$ cat src/rtl/unified_mem_arbiter_pkg.sv
// Shared definitions for the unified memory arbiter: FSM state encoding and
// latency counter width.
package unified_mem_arbiter_pkg;

  localparam int LAT_W = 4;

  typedef enum logic [1:0] {
    ST_IDLE    = 2'd0,
    ST_BUSY_IF = 2'd1,
    ST_BUSY_DM = 2'd2
  } arb_state_e;

endpackage

$ cat src/rtl/unified_mem_arbiter_lat_timer.sv
// mem_lat_timer: loadable latency counter. start loads 1, the count then
// advances each cycle and done is high while count equals MEM_LATENCY.
module mem_lat_timer
  import unified_mem_arbiter_pkg::*;
#(
  parameter int MEM_LATENCY = 2
) (
  input  logic clk,
  input  logic rstn,
  input  logic start,
  output logic done
);

  logic [LAT_W-1:0] cnt_q, cnt_d;

  assign done = (cnt_q == LAT_W'(MEM_LATENCY));

  always_comb begin
    cnt_d = cnt_q;
    if (start) begin
      cnt_d = LAT_W'(1);
    end else if (done) begin
      cnt_d = '0;
    end else if (cnt_q != '0) begin
      cnt_d = cnt_q + LAT_W'(1);
    end
  end

  always_ff @(posedge clk) begin
    if (!rstn) cnt_q <= '0;
    else       cnt_q <= cnt_d;
  end

endmodule

$ cat src/rtl/unified_mem_arbiter.sv
// Arbitrates one fixed-latency memory port between fetch (IF) and load/store (DM).
// Optional performance counters are enabled with `define MEM_ARB_PERF_EN.
module unified_mem_arbiter
  import unified_mem_arbiter_pkg::*;
#(
  parameter int ADDR_W       = 32,
  parameter int DATA_W       = 32,
  parameter int MEM_LATENCY  = 2,
  parameter int STARVE_LIMIT = 4
) (
  input  logic              clk,
  input  logic              rstn,
  input  logic              if_req,
  input  logic [ADDR_W-1:0] if_addr,
  output logic [DATA_W-1:0] if_rdata,
  output logic              if_ready,
  input  logic              dm_req,
  input  logic              dm_we,
  input  logic [ADDR_W-1:0] dm_addr,
  input  logic [DATA_W-1:0] dm_wdata,
  output logic [DATA_W-1:0] dm_rdata,
  output logic              dm_ready,
  output logic              mem_req,
  output logic              mem_we,
  output logic [ADDR_W-1:0] mem_addr,
  output logic [DATA_W-1:0] mem_wdata,
  input  logic [DATA_W-1:0] mem_rdata
`ifdef MEM_ARB_PERF_EN
  ,
  output logic [31:0]       perf_conflict_cycles,
  output logic [31:0]       perf_if_wait_cycles
`endif
);

  localparam int SW = $clog2(STARVE_LIMIT + 1);
  localparam logic [SW-1:0] STARVE_MAX = SW'(STARVE_LIMIT);

  arb_state_e        state_q, state_d;
  logic [SW-1:0]     starve_q, starve_d;
  logic              dm_we_q, dm_we_d;
  logic [DATA_W-1:0] if_rdata_q, if_rdata_d;
  logic [DATA_W-1:0] dm_rdata_q, dm_rdata_d;

  logic              issue, issue_we, if_rdy, dm_rdy, tmr_start, tmr_done;
  logic [ADDR_W-1:0] issue_addr;
  logic [DATA_W-1:0] issue_wdata;

  mem_lat_timer #(.MEM_LATENCY(MEM_LATENCY)) u_lat_timer (
    .clk   (clk),
    .rstn  (rstn),
    .start (tmr_start),
    .done  (tmr_done)
  );

  always_comb begin
    state_d     = state_q;
    starve_d    = starve_q;
    dm_we_d     = dm_we_q;
    if_rdata_d  = if_rdata_q;
    dm_rdata_d  = dm_rdata_q;
    issue       = 1'b0;
    issue_we    = 1'b0;
    issue_addr  = '0;
    issue_wdata = '0;
    if_rdy      = 1'b0;
    dm_rdy      = 1'b0;
    tmr_start   = 1'b0;
    unique case (state_q)
      ST_IDLE: begin
        if (!if_req) starve_d = '0;
        if (if_req || dm_req) begin
          issue     = 1'b1;
          tmr_start = 1'b1;
          // DM has priority until a waiting fetch has been passed over STARVE_LIMIT times.
          if (dm_req && !(if_req && starve_q == STARVE_MAX)) begin
            state_d     = ST_BUSY_DM;
            issue_we    = dm_we;
            issue_addr  = dm_addr;
            issue_wdata = dm_wdata;
            dm_we_d     = dm_we;
            if (if_req) starve_d = starve_q + SW'(1);
          end else begin
            state_d    = ST_BUSY_IF;
            issue_addr = if_addr;
            starve_d   = '0;
          end
        end
      end
      ST_BUSY_IF: begin
        if (tmr_done) begin
          if_rdy     = 1'b1;
          if_rdata_d = mem_rdata;
          state_d    = ST_IDLE;
        end
      end
      ST_BUSY_DM: begin
        if (tmr_done) begin
          dm_rdy = 1'b1;
          if (!dm_we_q) dm_rdata_d = mem_rdata;
          state_d = ST_IDLE;
        end
      end
      default: state_d = ST_IDLE;
    endcase
  end

  always_ff @(posedge clk) begin
    if (!rstn) begin
      state_q    <= ST_IDLE;
      starve_q   <= '0;
      dm_we_q    <= 1'b0;
      if_rdata_q <= '0;
      dm_rdata_q <= '0;
    end else begin
      state_q    <= state_d;
      starve_q   <= starve_d;
      dm_we_q    <= dm_we_d;
      if_rdata_q <= if_rdata_d;
      dm_rdata_q <= dm_rdata_d;
    end
  end

  // Outputs are forced low while reset is held so an abandoned access leaves no traffic.
  assign mem_req   = rstn & issue;
  assign mem_we    = mem_req & issue_we;
  assign mem_addr  = mem_req ? issue_addr  : '0;
  assign mem_wdata = mem_req ? issue_wdata : '0;
  assign if_ready  = rstn & if_rdy;
  assign dm_ready  = rstn & dm_rdy;
  assign if_rdata  = !rstn ? '0 : (if_ready ? mem_rdata : if_rdata_q);
  assign dm_rdata  = !rstn ? '0 : ((dm_ready && !dm_we_q) ? mem_rdata : dm_rdata_q);

`ifdef MEM_ARB_PERF_EN
  logic [31:0] perf_conf_q, perf_conf_d, perf_wait_q, perf_wait_d;

  always_comb begin
    perf_conf_d = perf_conf_q;
    perf_wait_d = perf_wait_q;
    if (state_q == ST_IDLE && if_req && dm_req) perf_conf_d = perf_conf_q + 32'd1;
    if (if_req && !if_rdy)                      perf_wait_d = perf_wait_q + 32'd1;
  end

  always_ff @(posedge clk) begin
    if (!rstn) begin
      perf_conf_q <= '0;
      perf_wait_q <= '0;
    end else begin
      perf_conf_q <= perf_conf_d;
      perf_wait_q <= perf_wait_d;
    end
  end

  assign perf_conflict_cycles = perf_conf_q;
  assign perf_if_wait_cycles  = perf_wait_q;
`endif

endmodule

$ cat config.mk
export PLATFORM = sky130hd
export DESIGN_NAME = unified_mem_arbiter
export DESIGN_NICKNAME = d
export VERILOG_FILES = /design/src/rtl/unified_mem_arbiter_pkg.sv /design/src/rtl/unified_mem_arbiter_lat_timer.sv /design/src/rtl/unified_mem_arbiter.sv
export SDC_FILE = /design/constraint.sdc
export NUM_CORES = 1
export LEC_CHECK = 0
export CORE_UTILIZATION = 42
export CTS_BUF_LIST = sky130_fd_sc_hd__clkbuf_2 sky130_fd_sc_hd__clkbuf_4 sky130_fd_sc_hd__clkbuf_8
export CTS_CLUSTER_DIAMETER = 100
export DETAILED_ROUTE_END_ITERATION = 16
export PLACE_DENSITY = 0.88
export REMOVE_ABC_BUFFERS = 1
export SKIP_LAST_GASP = 1
export SYNTH_ARGS = -nofsm -noshare
export SYNTH_HDL_FRONTEND = slang
export SYNTH_SLANG_ARGS = --single-unit
$ cat constraint.sdc
create_clock -name clk -period 5.1 [get_ports clk]
set_clock_uncertainty 0.15 [all_clocks]
set_input_delay 0.51 -clock clk [delete_from_list [all_inputs] [get_ports clk]]
set_output_delay 0.51 -clock clk [all_outputs]
set_load 0.1 [all_outputs]
; After elaboration in Yosys (flattened, before gate mapping)
; Cells that the tools add are included.
[op_classes]
addsub = 2
n_eq_ne = 6
reduce_logical = 15
n_bitwise = 6
n_mux = 31
[op_table]
columns = operator, count
row1 = $mux 32, 12
row2 = $mux 3, 4
row3 = $mux 1, 11
row4 = $mux 2, 3
row5 = $reduce_and 3->1, 2
row6 = $add 4x1->4 const B, 1
row7 = $and 1x1->1, 4
row8 = $eq 4x2->1 const B, 1
row9 = $pmux 2 s2, 1
row10 = $reduce_and 2->1, 2
row11 = $reduce_bool 4->1, 1
row12 = $add 3x1->3 const B, 1
row13 = $eq 3x3->1 const B, 1
row14 = $logic_and 1x1->1, 3
row15 = $reduce_bool 3->1, 1
row16 = $reduce_or 3->1, 1
row17 = $eq 2x1->1 const B, 1
row18 = $eq 2x2->1 const B, 1
row19 = $logic_not 1->1, 2
row20 = $logic_not 2->1, 1
row21 = $ne 2x1->1 const B, 1
row22 = $ne 2x2->1 const B, 1
row23 = $not 1->1, 2
row24 = $reduce_or 2->1, 1
row25 = $logic_or 1x1->1, 1
[word_totals]
inputBits = 133
wordCells = 67
output_inout_bits = 132
ff_bits = 74

; Depth between registers and ports, before layout
; Gate-level depths: netlist (run 1).
[depth]
ltp_word = 8
depth_mapped = 7
ltp_nobuf = 5

; Hierarchy
; A second synthesis (run 1) with hierarchy kept.
[hier_totals]
hier_cells = 580
hier_area_um2 = 4423.0
[modules_own_cells]
columns = mod, area_per_inst_um2, n_inst, cells_per_inst, seq_area_each_um2
row1 = unified_mem_arbiter, 4179.0, 1, 554, 1401.3
row2 = mem_lat_timer, 244.0, 1, 26, 80.1

; Least setup slack after synthesis (run 1)
; OpenSTA, ideal clock, no wires.
[synth_timing]
kind = register -> output
startpoint = reg u_lat_timer.cnt_q[0]
endpoint = out if_rdata[10]
t_arrival_ns = 3.391
path_slack_ns = 1.049
path_stages_with_launch = 8
n_path_buf = 2
path_cell_list = dfxtp_1 > inv_1 > ha_1 > or4bb_2 > clkbuf_1 > buf_2 > nand2_1 > a21boi_0
[synth_between]
elab_chain_cells = 6
[synth_lines]
columns = element, line
row1 = from (decl), unified_mem_arbiter_lat_timer.sv:14  ; logic [LAT_W-1:0] cnt_q, cnt_d;
row2 = from (signal assigned), unified_mem_arbiter_lat_timer.sv:31  ; else cnt_q <= cnt_d;
row3 = $eq 4x2->1, unified_mem_arbiter_lat_timer.sv:16  ; assign done = (cnt_q == LAT_W'(MEM_LATENCY));
row4 = $mux 1, unified_mem_arbiter.sv:90  ; if (tmr_done) begin
row5 = $mux 1, unified_mem_arbiter.sv:68  ; unique case (state_q)
row6 = $and 1x1->1, unified_mem_arbiter.sv:128  ; assign if_ready = rstn & if_rdy;
row7 = $mux 32 (2 in series), unified_mem_arbiter.sv:130  ; assign if_rdata = !rstn ? '0 : (if_ready ? mem_rdata : if_rdata_q);
row8 = to (decl), unified_mem_arbiter.sv:15  ; output logic [DATA_W-1:0] if_rdata,
; No other way between the ends.

; Worst setup path in the final report (run 1)
[layout_timing]
startpoint = reg u_lat_timer.cnt_q[0]
endpoint = out dm_rdata[27]
[layout_between]
elab_chain_cells = 7
[layout_lines]
columns = element, line
row1 = $eq 4x2->1, unified_mem_arbiter_lat_timer.sv:16
row2 = $mux 1, unified_mem_arbiter.sv:97  ; if (tmr_done) begin
row3 = $mux 1, unified_mem_arbiter.sv:68
row4 = $and 1x1->1, unified_mem_arbiter.sv:129  ; assign dm_ready = rstn & dm_rdy;
row5 = $logic_and 1x1->1, unified_mem_arbiter.sv:131  ; assign dm_rdata = !rstn ? '0 : ((dm_ready && !dm_we_q) ? mem_rdata : dm_rdata_q);
row6 = $mux 32 (2 in series), unified_mem_arbiter.sv:131
row7 = to (decl), unified_mem_arbiter.sv:21  ; output logic [DATA_W-1:0] dm_rdata,
; No other way between the ends.

==> results of run 1 <==
per-layer routing:
metal	GRT usage, %	vias to the layer above	wire length, um
met4	12.30	0	542
met2	47.57	219	7739
met1	27.91	2279	5686
met3	8.584	42	1167
li1	-	2418	-
met5	0	-	0
sequential cells by signal (all words and copies together), names as in the netlist:
name               count
dm_rdata_q            32
starve_q               3
dm_we_q                1
state_q                2
if_rdata_q            32
u_lat_timer.cnt_q      4
report_power, final:
group | leakage [nW] | switching (mW) | internal, mW
Combinational | 2.10 | 0.572 | 0.285
Clock | 0.105 | 0.215 | 0.270
Sequential | 0.597 | 0.0128 | 0.594
through the flow:
| step | power, mW | hold slack, ns | instances | setup slack (ns) |
|---|---|---|---|---|
| floorplan | 1.158 | 0.2923 | 524 | -2.225 |
| global placement | 1.456 | 0.3024 | 931 | 1.275 |
| detailed placement | 1.475 | 0.3105 | 931 | 1.150 |
| CTS | 1.959 | 0.3232 | 946 | 0.7455 |
| global route | 2.022 | 0.3385 | 946 | 0.5649 |
| finish | 1.950 | 0.3184 | 946 | 0.7508 |
layout by cell type, fill, tap and decap left out, types with 3 or more instances in the layout:
master,Yosys,layout
and2_1,34,34
buf_12,6,33
inv_1,8,8
ha_1,8,8
nand2_1,135,135
mux2i_1,65,65
clkdlybuf4s50_1,0,174
a21oi_1,34,34
dfxtp_1,74,74
nand3_1,36,36
o21ai_0,34,34
clkbuf_8,0,9
o21a_1,3,3
buf_4,0,64
clkinv_2,0,3
a21boi_0,65,65
nor2_1,4,4
kinds of logic after synthesis:
family	count (synthesis)	synth area share, %
AOI/OAI and AO/OA	142	19.82
adders and majority gates	8	2.206
and+or+nand+nor	225	23.13
muxes	65	14.34
xor gates and xnor gates	2	0.3861
buffers and inverters	60	7.472
DFF	74	32.64
worst max path at each step:
stage,start,to,depth (start not counted)
after floorplan,u_lat_timer.cnt_q[0]$_SDFFE_PN0P_,dm_rdata[0],5
after global placement,u_lat_timer.cnt_q[0]$_SDFFE_PN0P_,dm_rdata[11],7
after detailed placement,u_lat_timer.cnt_q[0]$_SDFFE_PN0P_,dm_rdata[11],7
after CTS,u_lat_timer.cnt_q[0]$_SDFFE_PN0P_,dm_rdata[11],7
after global routing,u_lat_timer.cnt_q[0]$_SDFFE_PN0P_,dm_rdata[23],7
final,u_lat_timer.cnt_q[0]$_SDFFE_PN0P_,dm_rdata[27],8
final cells by class:
cell class	instances	area share, %
Clock buffer	9	1.653
Multi-Input combinational cell	442	36.34
Inverter	8	0.4007
Tap cell	136	2.270
Sequential cell	74	19.77
Timing Repair Buffer	271	38.46
Clock inverter	6	1.102
worst max-delay path, cell delays in order, from the launching register on:
cell     delay [ns]
dfxtp_1        0.34
inv_1          0.13
ha_1           0.22
or3b_4         0.43
nor3b_4        0.53
buf_4          0.30
buf_4          0.65
mux2i_1        0.35
buf_4          0.34
==> key figures, run 1 <==
Status
  • Status: finished, final reports clean

Setup path
  • Critical Path Start Type: flop
  • WS Path Type: reg -> out
  • Worst Setup End Kind: primary output
  • Worst EP required: 4.44 ns
  • WP data arrival: 3.69 ns
  • R2r startpoint: u_lat_timer.cnt_q[0]$_SDFFE_PN0P_
  • CP max FO: 48
  • R2R cell count: 7
  • Critical R2R Capture: dm_rdata_q[1]$_SDFFE_PN0P_
  • R2R Setup Slk: 1.93 ns

Clock network
  • Post-CTS setup buffers: 0
  • CTS Sinks: 74
  • CTS buffer count: 9
  • Worst-path clk slew: 0.08 ns
  • CTS HTree Levels: 3
  • Clk Latency, worst-skew pair: 0.36 ns
  • CTS Root Cell: clkbuf_8
  • Resize count post-CTS: 0
  • Hold_buf cts: 0
  • Max Buffers Root-to-Sink: 2
  • CTS tree: built

STA
  • Final hold viol count: 0
  • Slew Viols, Final: 0
  • Slew margin rel.: 29.02%
  • Max frequency: 229.9 MHz
  • Final TNS setup: 0 ns
  • Final number of setup-violating endpoints: 0
  • Final Cycle Share: 85.28%
  • Min cycle time layout: 4.349 ns
  • RSZ-0062 raised after global routing: false
  • Slew @ Worst Pin: 1.065 ns

Floorplan
  • Die Y: 105.9 um
  • # rows: 37
  • IO Count: 265
  • Area of the core: 10420 um^2
  • Die area: 11220 um^2
  • Die X: 105.9 um
  • Starting Density: 43.57%

GRT
  • Total track usage: 26.47%
  • Largest net degree at the start of global routing: 127
  • Vias in the first global route: 4852
  • Gr ovfl total: 0
  • Global-route wire length before repair: 23.46 mm
  • Initial antenna violation count: 0

Detailed routing
  • Detailed Route Iter0 Violations: 295
  • DR DRC count: 0
  • Pre-antenna DRT Iters: 6
  • WL/cell: 16.00 um
  • Post-route ant nets: 0
  • Vias per Instance: 5.241
  • Via count: 4958
  • WL final: 15.14 mm

Placed design
  • Placed Area: 7288 um^2
  • Port Buffers: 264
  • DP HPWL: 11.46 mm
  • Final Wtd Congestion: 0.8822

Flow run
  • Max-Cap Viols: 0

Power
  • Pleak: 2.807 nW
  • Max IR drop VDD: 211.0 uV
  • Power Density: 260.2 nW/um^2

Finish
  • Storage cell area: 1481 um^2
  • Layout area overhead: 65.15%
  • Area occupied by multi-input gates: 2724 um^2
  • Ant. Diodes: 0
  • Layout cells sized above 1: 14.44%
  • Final core area utilization: 71.95%
  • Number of nets in the final layout: 947
  • Fin area: 7495 um^2
  • Filler instances: 756

Worst hold path
  • Hold Crit Start: dm_rdata_q[5]$_SDFFE_PN0P_
  • HP Class: reg -> reg
  • Hold Crit Depth: 2
  • Sink of the worst hold path: dm_rdata_q[5]$_SDFFE_PN0P_

Synth
  • Asr flop ratio synth: 0%
  • FF+latch count, synth: 74
  • Register area share after synthesis: 32.64%
  • Mapped cell area: 4538 um^2
  • Synth area leader: dfxtp_1
  • Most frequent cells after synthesis: 135 x nand2_1, 74 x dfxtp_1, 65 x a21boi_0, 65 x mux2i_1, 37 x clkbuf_1
  • Yosys top cell area share: 32.64%
  • Mean Syn Cell Area: 7.879 um^2
  • Yosys warning count: 0
  • Post-synth top flop: dfxtp_1
  • Count leader, synth: nand2_1
  • Synth area leaders: dfxtp_1 33%, mux2i_1 14%, nand2_1 11%, a21boi_0 11%, and2_1 4.7%
  • Synth cell types: 38
  • Mapped Cells: 576
  • Post-synth EDFFs: 0
Power figures use the tool's default switching activity.
==> run 2, diff against run 1 <==
CTS_CLUSTER_DIAMETER = 150   (was 100)
TNS_END_PERCENT = 30   (was unset)
==> results of run 2 <==
Same layout as run 1: the final DEF is identical, and so are final timing and power.
